`src/rtl/arb_me_all_if.sv`:
```
// Interface for the N-to-1 ICB arbiter: upstream master bundle (i_bus_*) and downstream slave port (o_icb_*).
// With ARB_ME_LOCK_EN defined, adds the per-master cmd lock inputs and the merged lock output.
interface arb_me_all_if #(
  parameter int AW      = 32,
  parameter int DW      = 64,
  parameter int USR_W   = 1,
  parameter int ARB_NUM = 4
);
  logic [ARB_NUM-1:0]        i_bus_icb_cmd_vld;
  logic [ARB_NUM-1:0]        i_bus_icb_cmd_rdy;
  logic [ARB_NUM-1:0]        i_bus_icb_cmd_read;
  logic [ARB_NUM*AW-1:0]     i_bus_icb_cmd_addr;
  logic [ARB_NUM*DW-1:0]     i_bus_icb_cmd_wdata;
  logic [ARB_NUM*DW/8-1:0]   i_bus_icb_cmd_wmask;
  logic [ARB_NUM*USR_W-1:0]  i_bus_icb_cmd_usr;
  logic [ARB_NUM-1:0]        i_bus_icb_rsp_vld;
  logic [ARB_NUM-1:0]        i_bus_icb_rsp_rdy;
  logic [ARB_NUM-1:0]        i_bus_icb_rsp_err;
  logic [ARB_NUM*DW-1:0]     i_bus_icb_rsp_rdata;
  logic [ARB_NUM*USR_W-1:0]  i_bus_icb_rsp_usr;

  logic                      o_icb_cmd_vld;
  logic                      o_icb_cmd_rdy;
  logic                      o_icb_cmd_read;
  logic [AW-1:0]             o_icb_cmd_addr;
  logic [DW-1:0]             o_icb_cmd_wdata;
  logic [DW/8-1:0]           o_icb_cmd_wmask;
  logic [USR_W-1:0]          o_icb_cmd_usr;
  logic                      o_icb_rsp_vld;
  logic                      o_icb_rsp_rdy;
  logic                      o_icb_rsp_err;
  logic [DW-1:0]             o_icb_rsp_rdata;
  logic [USR_W-1:0]          o_icb_rsp_usr;

`ifdef ARB_ME_LOCK_EN
  logic [ARB_NUM-1:0]        i_bus_icb_cmd_lock;
  logic                      o_icb_cmd_lock;
`endif

  // Arbiter side
  modport slave (
`ifdef ARB_ME_LOCK_EN
    input  i_bus_icb_cmd_lock, output o_icb_cmd_lock,
`endif
    input  i_bus_icb_cmd_vld, output i_bus_icb_cmd_rdy, input i_bus_icb_cmd_read,
    input  i_bus_icb_cmd_addr, input i_bus_icb_cmd_wdata, input i_bus_icb_cmd_wmask,
    input  i_bus_icb_cmd_usr, output i_bus_icb_rsp_vld, input i_bus_icb_rsp_rdy,
    output i_bus_icb_rsp_err, output i_bus_icb_rsp_rdata, output i_bus_icb_rsp_usr,
    output o_icb_cmd_vld, input o_icb_cmd_rdy, output o_icb_cmd_read,
    output o_icb_cmd_addr, output o_icb_cmd_wdata, output o_icb_cmd_wmask,
    output o_icb_cmd_usr, input o_icb_rsp_vld, output o_icb_rsp_rdy,
    input  o_icb_rsp_err, input o_icb_rsp_rdata, input o_icb_rsp_usr
  );

  // Environment side: upstream masters plus the downstream slave
  modport master (
`ifdef ARB_ME_LOCK_EN
    output i_bus_icb_cmd_lock, input o_icb_cmd_lock,
`endif
    output i_bus_icb_cmd_vld, input i_bus_icb_cmd_rdy, output i_bus_icb_cmd_read,
    output i_bus_icb_cmd_addr, output i_bus_icb_cmd_wdata, output i_bus_icb_cmd_wmask,
    output i_bus_icb_cmd_usr, input i_bus_icb_rsp_vld, output i_bus_icb_rsp_rdy,
    input  i_bus_icb_rsp_err, input i_bus_icb_rsp_rdata, input i_bus_icb_rsp_usr,
    input  o_icb_cmd_vld, output o_icb_cmd_rdy, input o_icb_cmd_read,
    input  o_icb_cmd_addr, input o_icb_cmd_wdata, input o_icb_cmd_wmask,
    input  o_icb_cmd_usr, output o_icb_rsp_vld, input o_icb_rsp_rdy,
    output o_icb_rsp_err, output o_icb_rsp_rdata, output o_icb_rsp_usr
  );
endinterface

```
`src/rtl/arb_me_all.sv`:
```
// N-to-1 ICB arbiter/merger: round-robin cmd grant, grant FIFO steers in-order responses back.
// Optional ARB_ME_LOCK_EN: a master issuing lock=1 keeps the grant until its lock=0 handshake.
//
// state  | meaning
// S_FREE | grant follows round-robin pick each cycle
// S_HOLD | cmd offered but not accepted; grant frozen to owner_q until handshake
// S_LOCK | locked master owns the grant; rr pointer frozen
module arb_me_all #(
  parameter int AW      = 32,
  parameter int DW      = 64,
  parameter int USR_W   = 1,
  parameter int ARB_NUM = 4,
  parameter int FIFO_DP = 4
) (
  input  logic         clk,
  input  logic         rst,
  arb_me_all_if.slave  bus
);
  localparam int MW = DW/8;
  localparam int IW = $clog2(ARB_NUM);
  localparam int PW = (FIFO_DP > 1) ? $clog2(FIFO_DP) : 1;
  localparam int CW = $clog2(FIFO_DP+1);

  typedef enum logic [1:0] {S_FREE, S_HOLD, S_LOCK} state_e;

  state_e             state_q, state_d;
  logic [ARB_NUM-1:0] owner_q, owner_d;
  logic [IW-1:0]      rr_q, rr_d;
  logic [ARB_NUM-1:0] fifo_q [FIFO_DP];
  logic [PW-1:0]      wr_ptr_q, wr_ptr_d, rd_ptr_q, rd_ptr_d;
  logic [CW-1:0]      cnt_q, cnt_d;

  logic [ARB_NUM-1:0] rr_gnt, gnt, head, lock_vec;
  logic [IW-1:0]      gnt_idx;
  logic               fifo_unfull, fifo_unempty, cmd_hsk, rsp_hsk, gnt_lock;
  logic               cmd_read;
  logic [AW-1:0]      cmd_addr;
  logic [DW-1:0]      cmd_wdata;
  logic [MW-1:0]      cmd_wmask;
  logic [USR_W-1:0]   cmd_usr;

  function automatic logic [ARB_NUM-1:0] rr_pick(input logic [ARB_NUM-1:0] req,
                                                 input logic [IW-1:0] ptr);
    logic [ARB_NUM-1:0] g;
    logic [IW-1:0]      k;
    g = '0;
    // Walk offsets downward so the closest requester to ptr is written last and wins
    for (int i = ARB_NUM-1; i >= 0; i--) begin
      k = IW'((int'(ptr) + i) % ARB_NUM);
      if (req[k]) g = {{(ARB_NUM-1){1'b0}}, 1'b1} << k;
    end
    return g;
  endfunction

  function automatic logic [PW-1:0] ptr_inc(input logic [PW-1:0] p);
    return (p == PW'(FIFO_DP-1)) ? '0 : p + 1'b1;
  endfunction

`ifdef ARB_ME_LOCK_EN
  assign lock_vec           = bus.i_bus_icb_cmd_lock;
  assign bus.o_icb_cmd_lock = gnt_lock;
`else
  assign lock_vec = '0;
`endif

  assign rr_gnt       = rr_pick(bus.i_bus_icb_cmd_vld, rr_q);
  assign gnt          = (state_q == S_FREE) ? rr_gnt : owner_q;
  assign gnt_lock     = |(lock_vec & gnt);
  assign fifo_unfull  = (cnt_q != CW'(FIFO_DP));
  assign fifo_unempty = (cnt_q != '0);
  assign head         = fifo_q[rd_ptr_q];

  assign bus.o_icb_cmd_vld     = |(bus.i_bus_icb_cmd_vld & gnt) & fifo_unfull;
  assign bus.i_bus_icb_cmd_rdy = gnt & {ARB_NUM{bus.o_icb_cmd_rdy & fifo_unfull}};
  assign cmd_hsk               = bus.o_icb_cmd_vld & bus.o_icb_cmd_rdy;

  always_comb begin
    cmd_read  = 1'b0;
    cmd_addr  = '0;
    cmd_wdata = '0;
    cmd_wmask = '0;
    cmd_usr   = '0;
    gnt_idx   = '0;
    for (int k = 0; k < ARB_NUM; k++) begin
      cmd_read  |= gnt[k] & bus.i_bus_icb_cmd_read[k];
      cmd_addr  |= {AW{gnt[k]}}    & bus.i_bus_icb_cmd_addr[k*AW +: AW];
      cmd_wdata |= {DW{gnt[k]}}    & bus.i_bus_icb_cmd_wdata[k*DW +: DW];
      cmd_wmask |= {MW{gnt[k]}}    & bus.i_bus_icb_cmd_wmask[k*MW +: MW];
      cmd_usr   |= {USR_W{gnt[k]}} & bus.i_bus_icb_cmd_usr[k*USR_W +: USR_W];
      if (gnt[k]) gnt_idx = IW'(k);
    end
  end

  assign bus.o_icb_cmd_read  = cmd_read;
  assign bus.o_icb_cmd_addr  = cmd_addr;
  assign bus.o_icb_cmd_wdata = cmd_wdata;
  assign bus.o_icb_cmd_wmask = cmd_wmask;
  assign bus.o_icb_cmd_usr   = cmd_usr;

  assign bus.o_icb_rsp_rdy       = fifo_unempty & |(head & bus.i_bus_icb_rsp_rdy);
  assign bus.i_bus_icb_rsp_vld   = head & {ARB_NUM{bus.o_icb_rsp_vld & fifo_unempty}};
  assign bus.i_bus_icb_rsp_err   = {ARB_NUM{bus.o_icb_rsp_err}};
  assign bus.i_bus_icb_rsp_rdata = {ARB_NUM{bus.o_icb_rsp_rdata}};
  assign bus.i_bus_icb_rsp_usr   = {ARB_NUM{bus.o_icb_rsp_usr}};
  assign rsp_hsk                 = bus.o_icb_rsp_vld & bus.o_icb_rsp_rdy;

  always_comb begin
    state_d  = state_q;
    owner_d  = owner_q;
    rr_d     = rr_q;
    wr_ptr_d = wr_ptr_q;
    rd_ptr_d = rd_ptr_q;
    cnt_d    = cnt_q;
    case (state_q)
      S_FREE: begin
        if (cmd_hsk) begin
          owner_d = gnt;
          state_d = gnt_lock ? S_LOCK : S_FREE;
        end else if (bus.o_icb_cmd_vld) begin
          owner_d = gnt;
          state_d = S_HOLD;
        end
      end
      S_HOLD:  if (cmd_hsk) state_d = gnt_lock ? S_LOCK : S_FREE;
      S_LOCK:  if (cmd_hsk && !gnt_lock) state_d = S_FREE;
      default: state_d = S_FREE;
    endcase
    if (cmd_hsk && (state_q != S_LOCK))
      rr_d = (gnt_idx == IW'(ARB_NUM-1)) ? '0 : gnt_idx + 1'b1;
    if (cmd_hsk) wr_ptr_d = ptr_inc(wr_ptr_q);
    if (rsp_hsk) rd_ptr_d = ptr_inc(rd_ptr_q);
    case ({cmd_hsk, rsp_hsk})
      2'b10:   cnt_d = cnt_q + 1'b1;
      2'b01:   cnt_d = cnt_q - 1'b1;
      default: cnt_d = cnt_q;
    endcase
  end

  always_ff @(posedge clk) begin
    if (!rst) begin
      state_q  <= S_FREE;
      owner_q  <= '0;
      rr_q     <= '0;
      wr_ptr_q <= '0;
      rd_ptr_q <= '0;
      cnt_q    <= '0;
    end else begin
      state_q  <= state_d;
      owner_q  <= owner_d;
      rr_q     <= rr_d;
      wr_ptr_q <= wr_ptr_d;
      rd_ptr_q <= rd_ptr_d;
      cnt_q    <= cnt_d;
    end
  end

  // Storage needs no reset: head is only observed when the count is non-zero
  always_ff @(posedge clk) begin
    if (cmd_hsk) fifo_q[wr_ptr_q] <= gnt;
  end
endmodule

```
`src/flat_wrapper.sv`:
```
// flat-port wrapper written by rule: the top's interface ports become plain ports
module arb_me_all_flat 
#(
  parameter int AW      = 32,
  parameter int DW      = 64,
  parameter int USR_W   = 1,
  parameter int ARB_NUM = 4,
  parameter int FIFO_DP = 4
)
  (clk, rst, bus_i_bus_icb_cmd_vld, bus_i_bus_icb_cmd_rdy, bus_i_bus_icb_cmd_read, bus_i_bus_icb_cmd_addr, bus_i_bus_icb_cmd_wdata, bus_i_bus_icb_cmd_wmask, bus_i_bus_icb_cmd_usr, bus_i_bus_icb_rsp_vld, bus_i_bus_icb_rsp_rdy, bus_i_bus_icb_rsp_err, bus_i_bus_icb_rsp_rdata, bus_i_bus_icb_rsp_usr, bus_o_icb_cmd_vld, bus_o_icb_cmd_rdy, bus_o_icb_cmd_read, bus_o_icb_cmd_addr, bus_o_icb_cmd_wdata, bus_o_icb_cmd_wmask, bus_o_icb_cmd_usr, bus_o_icb_rsp_vld, bus_o_icb_rsp_rdy, bus_o_icb_rsp_err, bus_o_icb_rsp_rdata, bus_o_icb_rsp_usr);
  arb_me_all_if #(.AW(AW), .DW(DW), .USR_W(USR_W), .ARB_NUM(ARB_NUM)) bus_i ();
  input  logic clk;
  input  logic rst;
  input wire logic [$bits(bus_i.i_bus_icb_cmd_vld)-1:0] bus_i_bus_icb_cmd_vld;
  output wire logic [$bits(bus_i.i_bus_icb_cmd_rdy)-1:0] bus_i_bus_icb_cmd_rdy;
  input wire logic [$bits(bus_i.i_bus_icb_cmd_read)-1:0] bus_i_bus_icb_cmd_read;
  input wire logic [$bits(bus_i.i_bus_icb_cmd_addr)-1:0] bus_i_bus_icb_cmd_addr;
  input wire logic [$bits(bus_i.i_bus_icb_cmd_wdata)-1:0] bus_i_bus_icb_cmd_wdata;
  input wire logic [$bits(bus_i.i_bus_icb_cmd_wmask)-1:0] bus_i_bus_icb_cmd_wmask;
  input wire logic [$bits(bus_i.i_bus_icb_cmd_usr)-1:0] bus_i_bus_icb_cmd_usr;
  output wire logic [$bits(bus_i.i_bus_icb_rsp_vld)-1:0] bus_i_bus_icb_rsp_vld;
  input wire logic [$bits(bus_i.i_bus_icb_rsp_rdy)-1:0] bus_i_bus_icb_rsp_rdy;
  output wire logic [$bits(bus_i.i_bus_icb_rsp_err)-1:0] bus_i_bus_icb_rsp_err;
  output wire logic [$bits(bus_i.i_bus_icb_rsp_rdata)-1:0] bus_i_bus_icb_rsp_rdata;
  output wire logic [$bits(bus_i.i_bus_icb_rsp_usr)-1:0] bus_i_bus_icb_rsp_usr;
  output wire logic [$bits(bus_i.o_icb_cmd_vld)-1:0] bus_o_icb_cmd_vld;
  input wire logic [$bits(bus_i.o_icb_cmd_rdy)-1:0] bus_o_icb_cmd_rdy;
  output wire logic [$bits(bus_i.o_icb_cmd_read)-1:0] bus_o_icb_cmd_read;
  output wire logic [$bits(bus_i.o_icb_cmd_addr)-1:0] bus_o_icb_cmd_addr;
  output wire logic [$bits(bus_i.o_icb_cmd_wdata)-1:0] bus_o_icb_cmd_wdata;
  output wire logic [$bits(bus_i.o_icb_cmd_wmask)-1:0] bus_o_icb_cmd_wmask;
  output wire logic [$bits(bus_i.o_icb_cmd_usr)-1:0] bus_o_icb_cmd_usr;
  input wire logic [$bits(bus_i.o_icb_rsp_vld)-1:0] bus_o_icb_rsp_vld;
  output wire logic [$bits(bus_i.o_icb_rsp_rdy)-1:0] bus_o_icb_rsp_rdy;
  input wire logic [$bits(bus_i.o_icb_rsp_err)-1:0] bus_o_icb_rsp_err;
  input wire logic [$bits(bus_i.o_icb_rsp_rdata)-1:0] bus_o_icb_rsp_rdata;
  input wire logic [$bits(bus_i.o_icb_rsp_usr)-1:0] bus_o_icb_rsp_usr;
  assign bus_i.i_bus_icb_cmd_vld = bus_i_bus_icb_cmd_vld;
  assign bus_i_bus_icb_cmd_rdy = bus_i.i_bus_icb_cmd_rdy;
  assign bus_i.i_bus_icb_cmd_read = bus_i_bus_icb_cmd_read;
  assign bus_i.i_bus_icb_cmd_addr = bus_i_bus_icb_cmd_addr;
  assign bus_i.i_bus_icb_cmd_wdata = bus_i_bus_icb_cmd_wdata;
  assign bus_i.i_bus_icb_cmd_wmask = bus_i_bus_icb_cmd_wmask;
  assign bus_i.i_bus_icb_cmd_usr = bus_i_bus_icb_cmd_usr;
  assign bus_i_bus_icb_rsp_vld = bus_i.i_bus_icb_rsp_vld;
  assign bus_i.i_bus_icb_rsp_rdy = bus_i_bus_icb_rsp_rdy;
  assign bus_i_bus_icb_rsp_err = bus_i.i_bus_icb_rsp_err;
  assign bus_i_bus_icb_rsp_rdata = bus_i.i_bus_icb_rsp_rdata;
  assign bus_i_bus_icb_rsp_usr = bus_i.i_bus_icb_rsp_usr;
  assign bus_o_icb_cmd_vld = bus_i.o_icb_cmd_vld;
  assign bus_i.o_icb_cmd_rdy = bus_o_icb_cmd_rdy;
  assign bus_o_icb_cmd_read = bus_i.o_icb_cmd_read;
  assign bus_o_icb_cmd_addr = bus_i.o_icb_cmd_addr;
  assign bus_o_icb_cmd_wdata = bus_i.o_icb_cmd_wdata;
  assign bus_o_icb_cmd_wmask = bus_i.o_icb_cmd_wmask;
  assign bus_o_icb_cmd_usr = bus_i.o_icb_cmd_usr;
  assign bus_i.o_icb_rsp_vld = bus_o_icb_rsp_vld;
  assign bus_o_icb_rsp_rdy = bus_i.o_icb_rsp_rdy;
  assign bus_i.o_icb_rsp_err = bus_o_icb_rsp_err;
  assign bus_i.o_icb_rsp_rdata = bus_o_icb_rsp_rdata;
  assign bus_i.o_icb_rsp_usr = bus_o_icb_rsp_usr;
  arb_me_all #(.AW(AW), .DW(DW), .USR_W(USR_W), .ARB_NUM(ARB_NUM), .FIFO_DP(FIFO_DP)) u_core (.clk(clk), .rst(rst), .bus(bus_i));
endmodule
```
`config.mk`:
```
export PLATFORM = sky130hd
export DESIGN_NAME = arb_me_all_flat
export DESIGN_NICKNAME = d
export VERILOG_FILES = /design/src/rtl/arb_me_all_if.sv /design/src/rtl/arb_me_all.sv /design/src/flat_wrapper.sv
export SDC_FILE = /design/constraint.sdc
export NUM_CORES = 1
export LEC_CHECK = 0
export BUFFER_PORTS_ARGS = -buffer_cell sky130_fd_sc_hd__buf_2
export CAP_MARGIN = 20
export CORE_AREA = 2 2 341 343
export DETAILED_ROUTE_END_ITERATION = 8
export DIE_AREA = 0 0 343 345
export GPL_TIMING_DRIVEN = 0
export HOLD_SLACK_MARGIN = 0.05
export SYNTH_ARGS = -nofsm -noshare
export SYNTH_HDL_FRONTEND = slang
export SYNTH_SLANG_ARGS = --single-unit
```
`constraint.sdc`:
```
create_clock -name clk -period 8.5 [get_ports clk]
set_input_delay 1.7 -clock clk [delete_from_list [all_inputs] [get_ports clk]]
set_output_delay 1.7 -clock clk [all_outputs]
set_load 0.005 [all_outputs]
```
== Word level (Yosys, flattened, before mapping) ==
Memories as Yosys holds them, arrays and structs flattened. A register that Yosys moved wholly into a read port is not among the register bits.
Index checks and enable logic that the tools add are counted.
Operators by class
  shifts and indexed selects: 4
  muxes and demuxes: 30
  $add $sub $neg: 8
  $lt $le $gt $ge: 4
  reduce and logical (&&, ||, !) cells: 10
  eq/ne operators: 11
  bitwise gates (word level): 45
Operator list (number)
  $and 64x64->64: 4
  $or 64x64->64: 3
  $and 32x32->32: 4
  $or 32x32->32: 3
  $and 8x8->8: 4
  $mux 4: 7
  $or 8x8->8: 3
  $mux 2: 10
  $and 4x4->4: 4
  $shl 1x2->4 const A: 4
  $and 1x1->1: 14
  $lt 2x3->1 const B: 4
  $eq 2x2->1 const B: 5
  $add 2x1->2 const B: 4
  $bmux 1 s2: 4
  $reduce_or 4->1: 2
  $mux 1: 7
  $or 1x1->1: 6
  $pmux 3 s2: 1
  $add 2x2->2 const B: 2
  $eq 2x1->1 const B: 2
  $pmux 2 s2: 1
  $reduce_and 2->1: 2
  $reduce_bool 2->1: 2
  other kinds (10): 10
Word-level totals
  bits in writable memories: 16
  output and inout port bits: 380
  input port bits: 502
  bits in registers: 15
  memories: 1
  logic and storage cells: 119
Memories
  u_core.fifo_q: words 4, width 4, rd ports 1, clocked after memory_dff 1, write ports 1, line arb_me_all.sv:29  | logic [ARB_NUM-1:0] fifo_q [FIFO_DP];

== Longest topological paths before layout ==
Gate-level depths: netlist of run 1.
  word-level depth: 14
  depth in mapped cells: 16
  gate-level depth less buffers: 15

== Least setup slack after synthesis of run 1 ==
Ideal clock, no wire load.
  path type: input to output
  start point: input bus_i_bus_icb_cmd_vld[2]
  end point: output bus_o_icb_cmd_addr[14]
  stages on the path: 9
  data required time: 6800 ps
  setup slack: 2936 ps
  arrival: 3864 ps
  path through: mux4_2 -> a31o_1 -> a211o_1 -> a221oi_4 -> a21oi_2 -> buf_2 -> buf_6 -> a22o_1 -> a221o_1
On the way
  longest elaborated chain between the ends: 11
RTL lines
  from (decl): line flat_wrapper.sv:14  | input wire logic [$bits(bus_i.i_bus_icb_cmd_vld)-1:0] bus_i_bus_icb_cmd_vld;
  $bmux 1 s2: line arb_me_all.sv:50  | if (req[k]) g = {{(ARB_NUM-1){1'b0}}, 1'b1} << k;
  $mux 1 (not written as such): line arb_me_all.sv:50
  $mux 4 (3 in a row): line arb_me_all.sv:50
  $mux 4 (*): line arb_me_all.sv:50
  $mux 4 (*): line arb_me_all.sv:67  | assign gnt = (state_q == S_FREE) ? rr_gnt : owner_q;
  $and 32x32->32: line arb_me_all.sv:86  | cmd_addr |= {AW{gnt[k]}} & bus.i_bus_icb_cmd_addr[k*AW +: AW];
  $or 32x32->32 (2 in a row): line arb_me_all.sv:86
  $or 32x32->32 (*): line arb_me_all.sv:86
  to (decl): line flat_wrapper.sv:29  | output wire logic [$bits(bus_i.o_icb_cmd_addr)-1:0] bus_o_icb_cmd_addr;
Every way passes the cells marked *; elsewhere a longest branch is shown, timed or not. The select of a mux whose other input is x is not followed.

== Worst setup path in the final report of run 1 ==
  start point: input bus_i_bus_icb_cmd_vld[1]
  end point: output bus_o_icb_cmd_addr[12]
Same word-level chain as after synthesis.

==> metrics.md, run 1 <==
| Metric | Value |
|---|---|
| Post-CTS Setup Bufs | `0` |
| Post-place setup slack | `0.876 ns` |
| DRT Wirelength | `66.7 mm` |
| Clock network fraction of total power | `4.6%` |
| Fin crit share | `88.6%` |
| Critical Path RT | `6.80 ns` |
| PostCTS Resize Cnt | `0` |
| Leakage power | `6.19 nW` |
| H-tree Lvls | `2` |
| Fin cells | `3,085` |
| GRT Util Overall | `10.5%` |
| Nets | `2,055` |
| Synth area leaders | `buf_4, a221o_1, a22o_1` |
| Critical path arrival | `5.83 ns` |
| Clock buffer count from CTS | `5` |
| CTS root buf | `clkbuf_16` |
| EDFF count, synth | `16` |
| Worst-path maximum fanout | `10` |
| Synth top cells by count | `buf_4, a22o_1, a221o_1` |
| Routed length per instance | `21.6 um` |
| Final hold violations | `0` |
| Flops & latches, synth | `32` |
| Cell taking the most area after synthesis | `buf_4` |
| Net load switching power | `2.40 mW` |
| GPL Wtd Cong | `0.917` |
| Setup Skew | `0.00757 ns` |
| Cell count after synthesis | `711` |
| Largest net degree at the start of global routing | `14` |
| Via count | `9,194` |
| Multi-input gate area | `3110 um^2` |
| Clock buffer depth | `2` |
| Fmax achieved | `133 MHz` |
| Post-Route Utilization | `10.8%` |
| Area grow syn2layout | `102%` |
| # DRC | `0` |
| Max Slew Vio Count | `0` |
| Combinational Power Share | `89.3%` |
| Gr ovfl total | `0` |
| Status | `finished, final reports clean` |
| First-pass GRT wire length | `81.7 mm` |
| Filler cell count | `13.5k` |
| HP Class | `reg2reg` |
| Clock Pin Slew Worst Setup and Hold Paths | `0.05 ns` |
| Core Region | `115,000 um^2` |
| Post-Syn Nets | `1,228` |
| Drt first pass iters | `5` |
| First-iteration detailed-routing DRC count | `694` |
| # clock sinks | `32` |
| CP Launch Type | `input port` |
| Register area | `801 um^2` |
| Final worst slack | `0.967 ns` |
| Placed Cells | `3,054` |
| Average size of a mapped cell | `8.69 um^2` |
| Yosys Warn Count | `0` |
| Top-count cell post-synth | `buf_4` |
| Number of global-route vias before repair | `8,470` |
| Power Dens Cells | `329 nW/um^2` |
| Ys flop type | `edfxtp_1` |
| Die Area | `118,000 um^2` |
| Normalized max-slew margin | `20.2%` |
| Number of port buffers | `814` |
| Seq pwr share | `6.1%` |
| Final setup fails | `0` |
| Internal | `1.71 mW` |
| Num ports | `882` |
| Share of layout cells above drive strength 1 | `72.8%` |
| Final min period | `7.53 ns` |
| Crit. End Element | `output port` |
| Initial antenna violation count | `63` |
| Yosys cell types | `48` |
| Chip width | `343 um` |
| Max VDD drop | `194 uV` |
| Post-DRT Antenna Nets | `0` |
| Switching share of power | `58.4%` |
| Synthesized cell area | `6180 um^2` |
| Avg Vias per Cell | `2.98` |
| Asr flop ratio synth | `0%` |
| Die height | `345 um` |
| Detail Placement HPWL | `62.0 mm` |
| Clk Latency, worst-skew pair | `0.28 ns` |
| Max Cap Viol | `0` |
| Rows | `125` |
| Hold buffers post-CTS | `0` |
| Starting Density | `5.37%` |
| Crit path kind | `in2out` |
| Unrepaired setup endpoints after global routing | `no` |
| Slew @ Worst Pin | `1.20 ns` |
| Top cell type's share of synthesized area | `32.1%` |
| CTS tree | `yes` |
| Final setup TNS | `0 ns` |
| Seq/Total Area, Yosys | `13.0%` |
[registers in the layout, indices dropped and copies added (netlist names), named ones only]
name             flops
u_core.rr_q          2
u_core.rd_ptr_q      2
u_core.state_q       1
u_core.wr_ptr_q      2
u_core.fifo_q       16
u_core.owner_q       4
u_core.cnt_q         3
[cell type report]
type | count | area share [%]
Tap cell | 1524 | 15.3
Timing Repair Buffer | 820 | 33.5
Sequential cell | 32 | 6.42
Inverter | 20 | 0.602
Antenna cell | 22 | 0.441
Clock buffer | 7 | 1.23
Multi-Input combinational cell | 346 | 24.9
Clock inverter | 1 | 0.0401
Buffer | 313 | 17.6
[cell families (layout without fill, tap and decap cells)]
group                    after synthesis  count (layout)  share of synthesized area (%)
XOR/XNOR                               2               2                          0.284
adder cells (fa/ha/maj)               15              15                           3.16
flip-flops                            32              32                           13.0
other                                  0              22                              0
AO/OA/AOI/OAI                        254             254                           37.7
buffers and inverters                333            1161                           36.7
AND/OR/NAND/NOR                       56              56                           4.49
multiplexers                          19              19                           4.74
[cells in the final DEF, fill, tap and decap left out, types with 12 or more instances in the layout]
cell,Yosys,routed
a22o_1,108,108
nand2_1,16,16
a221o_1,107,107
clkbuf_1,34,35
buf_2,9,823
inv_1,16,16
edfxtp_1,16,16
buf_4,264,264
ha_1,14,14
diode_2,0,22
nor2_1,12,12
dfxtp_1,16,16
[power by group through the flow]
stage	logic (mW)	clock network, mW	registers (mW)
floorplan	1.60	0	0.242
global placement	3.66	0	0.252
detailed placement	3.74	0	0.253
CTS	3.75	0.191	0.250
global route	3.95	0.198	0.255
finish	3.67	0.188	0.251
[metal layers]
layer | vias up | global-route usage, % | routed length (um)
met2 | 582 | 14.2 | 25800
li1 | 4181 | - | -
met4 | 58 | 1.71 | 1180
met3 | 112 | 8.14 | 12300
met5 | - | 0 | 374
met1 | 4261 | 13.1 | 27000
[critical path, cell delays in order]
cell and delay [ns]:
buf_2 0.16, mux4_2 0.52, nand3b_1 0.21, a221o_1 0.34
a22oi_2 0.90, buf_2 0.58, buf_1 0.76, a221o_1 0.28
buf_2 0.34
[metrics by stage]
step / power, mW / hold WS, ns / instance area, um^2
after CTS: 4.19 / 0.495 / 12400
after detailed placement: 3.99 / 0.486 / 12200
after global routing: 4.40 / 0.537 / 12400
final: 4.11 / 0.504 / 12500
after global placement: 3.91 / 0.479 / 12200
after floorplan: 1.85 / 0.460 / 6180
[final timing paths]
path | endpoint | slack, ns | cells after the start | start
worst max-delay path | bus_o_icb_cmd_addr[12] | 0.97 | 9 | bus_i_bus_icb_cmd_vld[1]
worst min-delay path | u_core.owner_q[0]$_SDFFE_PN0P_ | 0.50 | 2 | u_core.owner_q[0]$_SDFFE_PN0P_
worst max register to register | u_core.cnt_q[2]$_SDFFE_PN0P_ | 3.98 | 16 | u_core.rr_q[0]$_SDFFE_PN0P_
worst min register to register | u_core.owner_q[0]$_SDFFE_PN0P_ | 0.50 | 2 | u_core.owner_q[0]$_SDFFE_PN0P_
Note: power is estimated with default switching activity, not from simulation.
==> inputs of run 2 (changes only) <==
CTS_BUF_LIST = sky130_fd_sc_hd__clkbuf_8   (was not set)
PLACE_DENSITY_LB_ADDON = 0.08   (was not set)
==> run 2 against run 1 <==
  * Sequential cell count is the same
  * Fmax grew 7.3%
  * Non-clock buffer count shrank 3
  * Critical endpoint is now bus_o_icb_cmd_wdata[12]
  * Cell count shrank 0.45%
==> metrics.md, run 2 (synthesized netlist as in run 1, its figures left out) <==
| Metric | Value |
|---|---|
| R2r setup slk | `3.91 ns (was 3.98 ns)` |
| Area grow syn2layout | `99.6% (was 102%)` |
| # clock sinks | `32 (unchanged)` |
| Critical path arrival | `5.32 ns (was 5.83 ns)` |
| Critical Path End | `bus_o_icb_cmd_wdata[12] (was bus_o_icb_cmd_addr[12])` |
| Slew @ Worst Pin | `1.24 ns (was 1.20 ns)` |
| Hold buffers post-CTS | `0 (unchanged)` |
| Reg-to-Reg Start | `u_core.rr_q[0]$_SDFFE_PN0P_ (unchanged)` |
| Starting Density | `5.37% (unchanged)` |
| CP startpoint | `bus_i_bus_icb_cmd_vld[2] (was bus_i_bus_icb_cmd_vld[1])` |
| Post-CTS Setup Bufs | `0 (unchanged)` |
| Number of global-route vias before repair | `9,011 (was 8,470)` |
| Num ports | `882 (unchanged)` |
| Leakage power | `6.14 nW (was 6.19 nW)` |
| Routed length per instance | `20.0 um (was 21.6 um)` |
| Min Hold Slack | `0.496 ns (was 0.504 ns)` |
| Number of port buffers | `814 (unchanged)` |
| # DRC | `0 (unchanged)` |
| First-iteration detailed-routing DRC count | `411 (was 694)` |
| Clk Latency, worst-skew pair | `0.29 ns (was 0.28 ns)` |
| Clock buffer count from CTS | `5 (unchanged)` |
| Max Cap Viol | `0 (unchanged)` |
| Commonest cells after routing, fill and taps aside | `buf_2, buf_4, a22o_1, a221o_1, clkbuf_1 (unchanged)` |
| Post-Route Utilization | `10.7% (was 10.8%)` |
| CTS tree | `yes (unchanged)` |
| Worst-path maximum fanout | `11 (was 10)` |
| Initial antenna violation count | `22 (was 63)` |
| CP Launch Type | `input port (unchanged)` |
| GPL Wtd Cong | `0.783 (was 0.917)` |
| Core Region | `115,000 um^2 (unchanged)` |
| Crit path kind | `in2out (unchanged)` |
| GRT Util Overall | `9.70% (was 10.5%)` |
| Nets | `2,052 (was 2,055)` |
| Largest register by flop count | `u_core.fifo_q (unchanged)` |
| Hold Crit Start | `u_core.owner_q[1]$_SDFFE_PN0P_ (was u_core.owner_q[0]$_SDFFE_PN0P_)` |
| Design area | `12,300 um^2 (was 12,500 um^2)` |
| Fmax achieved | `142 MHz (was 133 MHz)` |
| CTS root buf | `clkbuf_8 (was clkbuf_16)` |
| Power Dens Cells | `304 nW/um^2 (was 329 nW/um^2)` |
| Post-place setup slack | `1.45 ns (was 0.876 ns)` |
| Critical Path RT | `6.80 ns (about the same)` |
| Share of layout cells above drive strength 1 | `72.7% (was 72.8%)` |
| First-pass GRT wire length | `79.7 mm (was 81.7 mm)` |
| Die Area | `118,000 um^2 (unchanged)` |
| Post-DRT Antenna Nets | `0 (unchanged)` |
| Final hold violations | `0 (unchanged)` |
| Normalized max-slew margin | `17.5% (was 20.2%)` |
| Fin crit share | `82.6% (was 88.6%)` |
| Combinational Power Share | `90.3% (was 89.3%)` |
| Final worst slack | `1.48 ns (was 0.967 ns)` |
| Rows | `125 (unchanged)` |
| Switching share of power | `56.9% (was 58.4%)` |
| Status | `finished, final reports clean (unchanged)` |
| Avg Vias per Cell | `2.90 (was 2.98)` |
| Crit. End Element | `output port (unchanged)` |
| Chip width | `343 um (unchanged)` |
| Drt first pass iters | `4 (was 5)` |
| Fin cells | `3,071 (was 3,085)` |
| Total power | `3.75 mW (was 4.11 mW)` |
| Clock Pin Slew Worst Setup and Hold Paths | `0.07 ns (was 0.05 ns)` |
| Clock network fraction of total power | `3.0% (was 4.6%)` |
| Via count | `8,913 (was 9,194)` |
| Largest register FFs | `16 (unchanged)` |
| DRT Wirelength | `61.4 mm (was 66.7 mm)` |
| Registers with the most flip-flops | `u_core.fifo_q x16, u_core.owner_q x4, u_core.cnt_q x3 (unchanged)` |
| Largest net degree at the start of global routing | `14 (unchanged)` |
| Internal | `1.62 mW (was 1.71 mW)` |
| Final setup TNS | `0 ns (unchanged)` |
| Max VDD drop | `78.5 uV (was 194 uV)` |
| Clock buffer depth | `2 (unchanged)` |
| H-tree Lvls | `2 (unchanged)` |
| PostCTS Resize Cnt | `0 (unchanged)` |
| Reg2Reg Capture Point | `u_core.cnt_q[2]$_SDFFE_PN0P_ (unchanged)` |
| Max Slew Vio Count | `0 (unchanged)` |
| Most common cell after layout, fill and taps aside | `buf_2 (unchanged)` |
| HP Class | `reg2reg (unchanged)` |
| Post-DP Area | `12,200 um^2 (about the same)` |
| Gr ovfl total | `0 (unchanged)` |
| Final min period | `7.02 ns (was 7.53 ns)` |
| FF-to-FF path depth | `16 (unchanged)` |
| Placed Cells | `3,052 (was 3,054)` |
| Unrepaired setup endpoints after global routing | `no (unchanged)` |
| Final setup fails | `0 (unchanged)` |
| Seq pwr share | `6.7% (was 6.1%)` |
| Detail Placement HPWL | `56.0 mm (was 62.0 mm)` |
| Die height | `345 um (unchanged)` |
| Setup Skew | `0.00922 ns (was 0.00757 ns)` |
| Net load switching power | `2.13 mW (was 2.40 mW)` |
run 2: changes by cell type in the layout (fill, tap and decap cells not counted):
cell and delta:
diode_2 -11, clkbuf_16 -6, clkbuf_8 +5, buf_8 -2, inv_1 +2, a21oi_2 -1
a21oi_4 +1, buf_6 -1, clkbuf_1 -1
run 2: worst min path at each step:
stage                                     end  slack (ns)  cells past startpoint
5_1_grt        u_core.owner_q[1]$_SDFFE_PN0P_        0.52                      2
2_1_floorplan  u_core.owner_q[1]$_SDFFE_PN0P_        0.46                      2
3_5_place_dp   u_core.owner_q[1]$_SDFFE_PN0P_        0.49                      2
4_1_cts        u_core.owner_q[1]$_SDFFE_PN0P_        0.50                      2
3_3_place_gp   u_core.owner_q[0]$_SDFFE_PN0P_        0.50                      2
6_report       u_core.owner_q[1]$_SDFFE_PN0P_        0.50                      2
run 2: worst max-delay path, stage by stage:
cell,delay (ns)
buf_2,0.18
mux4_2,0.61
nand2b_1,0.17
nor3b_1,0.19
a21o_1,0.13
buf_2,0.44
clkbuf_1,0.96
a22o_1,0.60
a221o_1,0.19
buf_2,0.13
run 2: power by group through the flow:
stage	combinational (mW)	clock, mW	sequential (mW)
floorplan	1.60	0	0.242
global placement	3.52	0	0.258
detailed placement	3.54	0	0.255
CTS	3.55	0.121	0.252
global route	3.70	0.125	0.258
finish	3.39	0.113	0.250
run 2: metal layers:
metal / routed length, um / GRT usage (%)
met5: 112 / 0
met4: 515 / 0.945
met3: 4170 / 2.44
met2: 30500 / 17.3
met1: 26100 / 12.0
run 2: layout make-up:
class | count | area, um^2
clock inverter | 3 | 12.5
clock buffer | 5 | 68.8
sequential | 32 | 801
tap | 1524 | 1910
fill | 13643 | 103000
antenna | 11 | 27.5
timing repair buffer | 817 | 4130
multi-input combinational | 346 | 3120
buffer | 313 | 2190
inverter | 20 | 75.1
==> inputs of run 3 (changes only) <==
CORE_AREA = 2 2 348 350   (was 2 2 341 343)
DIE_AREA = 0 0 350 352   (was 0 0 343 345)
clock period = 6.2 ns   (was 8.5 ns; I/O delays follow)
==> run 3 against run 2 <==
  * Count of clock-buffer cells in the layout unchanged
  * Clock power grew 43%
  * Global-route usage fell by 0.11 points
  * Cell count up 2.9%
  * Critical path depth increased by 3
  * Setup slack worse by 1.1 ns
  * Clock skew about the same
  * Sequential cell count did not move
  * Combinational power increased by 42%
  * Critical path type is now reg2out
  * Critical endpoint is now bus_o_icb_cmd_addr[10]
==> metrics.md, run 3 (synthesized netlist as in run 1, its figures left out) <==
| Metric | Value |
|---|---|
| Critical path arrival | `4.63 ns (was 5.32 ns)` |
| Starting Density | `5.18% (was 5.37%)` |
| First-iteration detailed-routing DRC count | `361 (was 411)` |
| Via count | `8,930 (was 8,913)` |
| Final worst slack | `0.334 ns (was 1.48 ns)` |
| Final setup TNS | `0 ns (unchanged)` |
| Crit path largest cell delay | `0.45 ns (was 0.96 ns)` |
| Worst-path maximum fanout | `10 (was 11)` |
| Largest register by flop count | `u_core.fifo_q (unchanged)` |
| Final min period | `5.87 ns` |
| Crit path kind | `reg2out (was in2out)` |
| Registers with the most flip-flops | `u_core.fifo_q x16, u_core.owner_q x4, u_core.cnt_q x3 (unchanged)` |
| Clock buffer depth | `2 (unchanged)` |
| Clock buffer count from CTS | `5 (unchanged)` |
| Area grow syn2layout | `102% (was 99.6%)` |
| Final setup fails | `0 (unchanged)` |
| Post-DP Area | `12,400 um^2 (was 12,200 um^2)` |
| Chip width | `350 um (was 343 um)` |
| First-pass GRT wire length | `82.0 mm (was 79.7 mm)` |
| Crit-path slowest cell | `mux4_2 (was clkbuf_1)` |
| Fin crit share | `94.6%` |
| Number of global-route vias before repair | `9,185 (was 9,011)` |
| DRT Wirelength | `63.1 mm (was 61.4 mm)` |
| Clock Pin Slew Worst Setup and Hold Paths | `0.08 ns (was 0.07 ns)` |
| Filler cell count | `14.1k (was 13.6k)` |
| Critical Path, Cell by Cell | `buf_2, inv_1, ha_1, mux4_2, a31o_1, a211o_1, a221oi_4, a21oi_4, buf_16, clkbuf_1, a22o_1, a221o_1, buf_2 (was buf_2, mux4_2, nand2b_1, nor3b_1, a21o_1, buf_2, clkbuf_1, a22o_1, a221o_1, buf_2)` |
| Number of port buffers | `814 (unchanged)` |
| Normalized max-slew margin | `28.5% (was 17.5%)` |
| Rows | `127 (was 125)` |
| H-tree Lvls | `2 (unchanged)` |
| Largest register FFs | `16 (unchanged)` |
| Clk Latency, worst-skew pair | `0.29 ns (about the same)` |
| Detail Placement HPWL | `57.6 mm (was 56.0 mm)` |
| Total power | `5.30 mW (was 3.75 mW)` |
| Leakage power | `6.18 nW (was 6.14 nW)` |
| Max VDD drop | `129 uV (was 78.5 uV)` |
| Hold buffers post-CTS | `0 (unchanged)` |
| Setup Skew | `0.00901 ns (was 0.00922 ns)` |
| Fmax achieved | `170 MHz` |
| GPL Wtd Cong | `0.799 (was 0.783)` |
| CP Launch Type | `flop (was input port)` |
| Max Cap Viol | `0 (unchanged)` |
| Die Area | `123,000 um^2 (was 118,000 um^2)` |
| Slew @ Worst Pin | `1.07 ns (was 1.24 ns)` |
| Power Dens Cells | `424 nW/um^2 (was 304 nW/um^2)` |
| Unrepaired setup endpoints after global routing | `no (unchanged)` |
| Post-place setup slack | `0.0771 ns (was 1.45 ns)` |
| Drt first pass iters | `4 (unchanged)` |
| HP Class | `reg2reg (unchanged)` |
| Status | `finished, final reports clean (unchanged)` |
| Max Slew Vio Count | `0 (unchanged)` |
| Share of layout cells above drive strength 1 | `73.1% (was 72.7%)` |
| Avg Vias per Cell | `2.83 (was 2.90)` |
| Gr ovfl total | `0 (unchanged)` |
| Post-Route Utilization | `10.5% (was 10.7%)` |
| # clock sinks | `32 (unchanged)` |
| # DRC | `0 (unchanged)` |
| Critical Path RT | `4.96 ns (was 6.80 ns)` |
| Largest net degree at the start of global routing | `14 (unchanged)` |
| Final hold violations | `0 (unchanged)` |
| CP top delay family | `compound AO/OA/AOI/OAI gates (was buffers and inverters)` |
| Routed length per instance | `20.0 um (about the same)` |
| CTS tree | `yes (unchanged)` |
| CTS root buf | `clkbuf_8 (unchanged)` |
| Most common cell after layout, fill and taps aside | `buf_2 (unchanged)` |
| Most frequent CP cell | `buf_2 (unchanged)` |
| Nets | `2,057 (was 2,052)` |
| Crit. End Element | `output port (unchanged)` |
| Initial antenna violation count | `15 (was 22)` |
| GRT Util Overall | `9.59% (was 9.70%)` |
| Design area | `12,500 um^2 (was 12,300 um^2)` |
| Post-DRT Antenna Nets | `0 (unchanged)` |
| Num ports | `882 (unchanged)` |
| Die height | `352 um (was 345 um)` |
| Crit path buf inv count | `5 (was 4)` |
| Commonest cells after routing, fill and taps aside | `buf_2, buf_4, a22o_1, a221o_1, clkbuf_1 (unchanged)` |
| Core Region | `119,000 um^2 (was 115,000 um^2)` |
==> run 3: report_power, final <==
group	switching [mW]	leakage [nW]	internal, mW
Clock	0.0862	0.0454	0.0763
Combinational	2.90	5.86	1.90
Sequential	0.0444	0.278	0.300
Total	3.03	6.18	2.27
==> run 3: layout make-up <==
type	count	area [um^2]	share of cell area (%)
Sequential cell	32	802	6.41
Multi-Input combinational cell	346	3120	24.9
Clock buffer	5	68.8	0.550
Antenna cell	8	20.0	0.160
Inverter	20	75.1	0.600
Clock inverter	3	13.8	0.110
Buffer	312	2190	17.5
Timing Repair Buffer	823	4200	33.6
Tap cell	1612	2020	16.1
==> run 3: path summary, 6_finish.rpt <==
| check | startpoint | endpoint | slack, ns | depth (start not counted) |
|---|---|---|---|---|
| setup / recovery | u_core.rr_q[0]$_SDFFE_PN0P_ | bus_o_icb_cmd_addr[10] | 0.33 | 13 |
| hold / removal | u_core.wr_ptr_q[1]$_SDFFE_PN0P_ | u_core.wr_ptr_q[1]$_SDFFE_PN0P_ | 0.50 | 2 |
| setup reg to reg | u_core.rr_q[0]$_SDFFE_PN0P_ | u_core.cnt_q[2]$_SDFFE_PN0P_ | 1.72 | 16 |
| hold reg to reg | u_core.wr_ptr_q[1]$_SDFFE_PN0P_ | u_core.wr_ptr_q[1]$_SDFFE_PN0P_ | 0.50 | 2 |
==> run 3: worst register-to-register path: stages (launching register included) <==
cell and delay (ns):
dfxtp_2 0.44, buf_2 0.30, inv_1 0.15, ha_1 0.42, mux4_2 0.45, a31o_1 0.24
a211o_1 0.33, a41oi_1 0.20, o221a_2 0.24, a21oi_1 0.21, inv_2 0.18, ha_1 0.20
inv_1 0.06, fa_1 0.37, xor2_1 0.15, or3_1 0.30, a21oi_1 0.13
==> run 3: metal layers <==
metal / part of all wire (%) / track usage, %
met4: 0.36 / 0.552
met3: 7.2 / 2.43
met1: 41 / 11.4
met2: 52 / 17.9
met5: 0.063 / 0
==> run 3: repair_timing <==
item,CTS,global route
setup endpoints to repair,18,6
pin swaps,1,0
hold endpoints to repair,0,0
resized for setup,1,3
buffers inserted,3,0
==> run 3: through the flow <==
step / instances / hold WS [ns]
after floorplan: 711 / 0.460
after detailed placement: 3142 / 0.499
final: 3161 / 0.503
after global placement: 3137 / 0.494
after CTS: 3153 / 0.509
after global routing: 3154 / 0.539
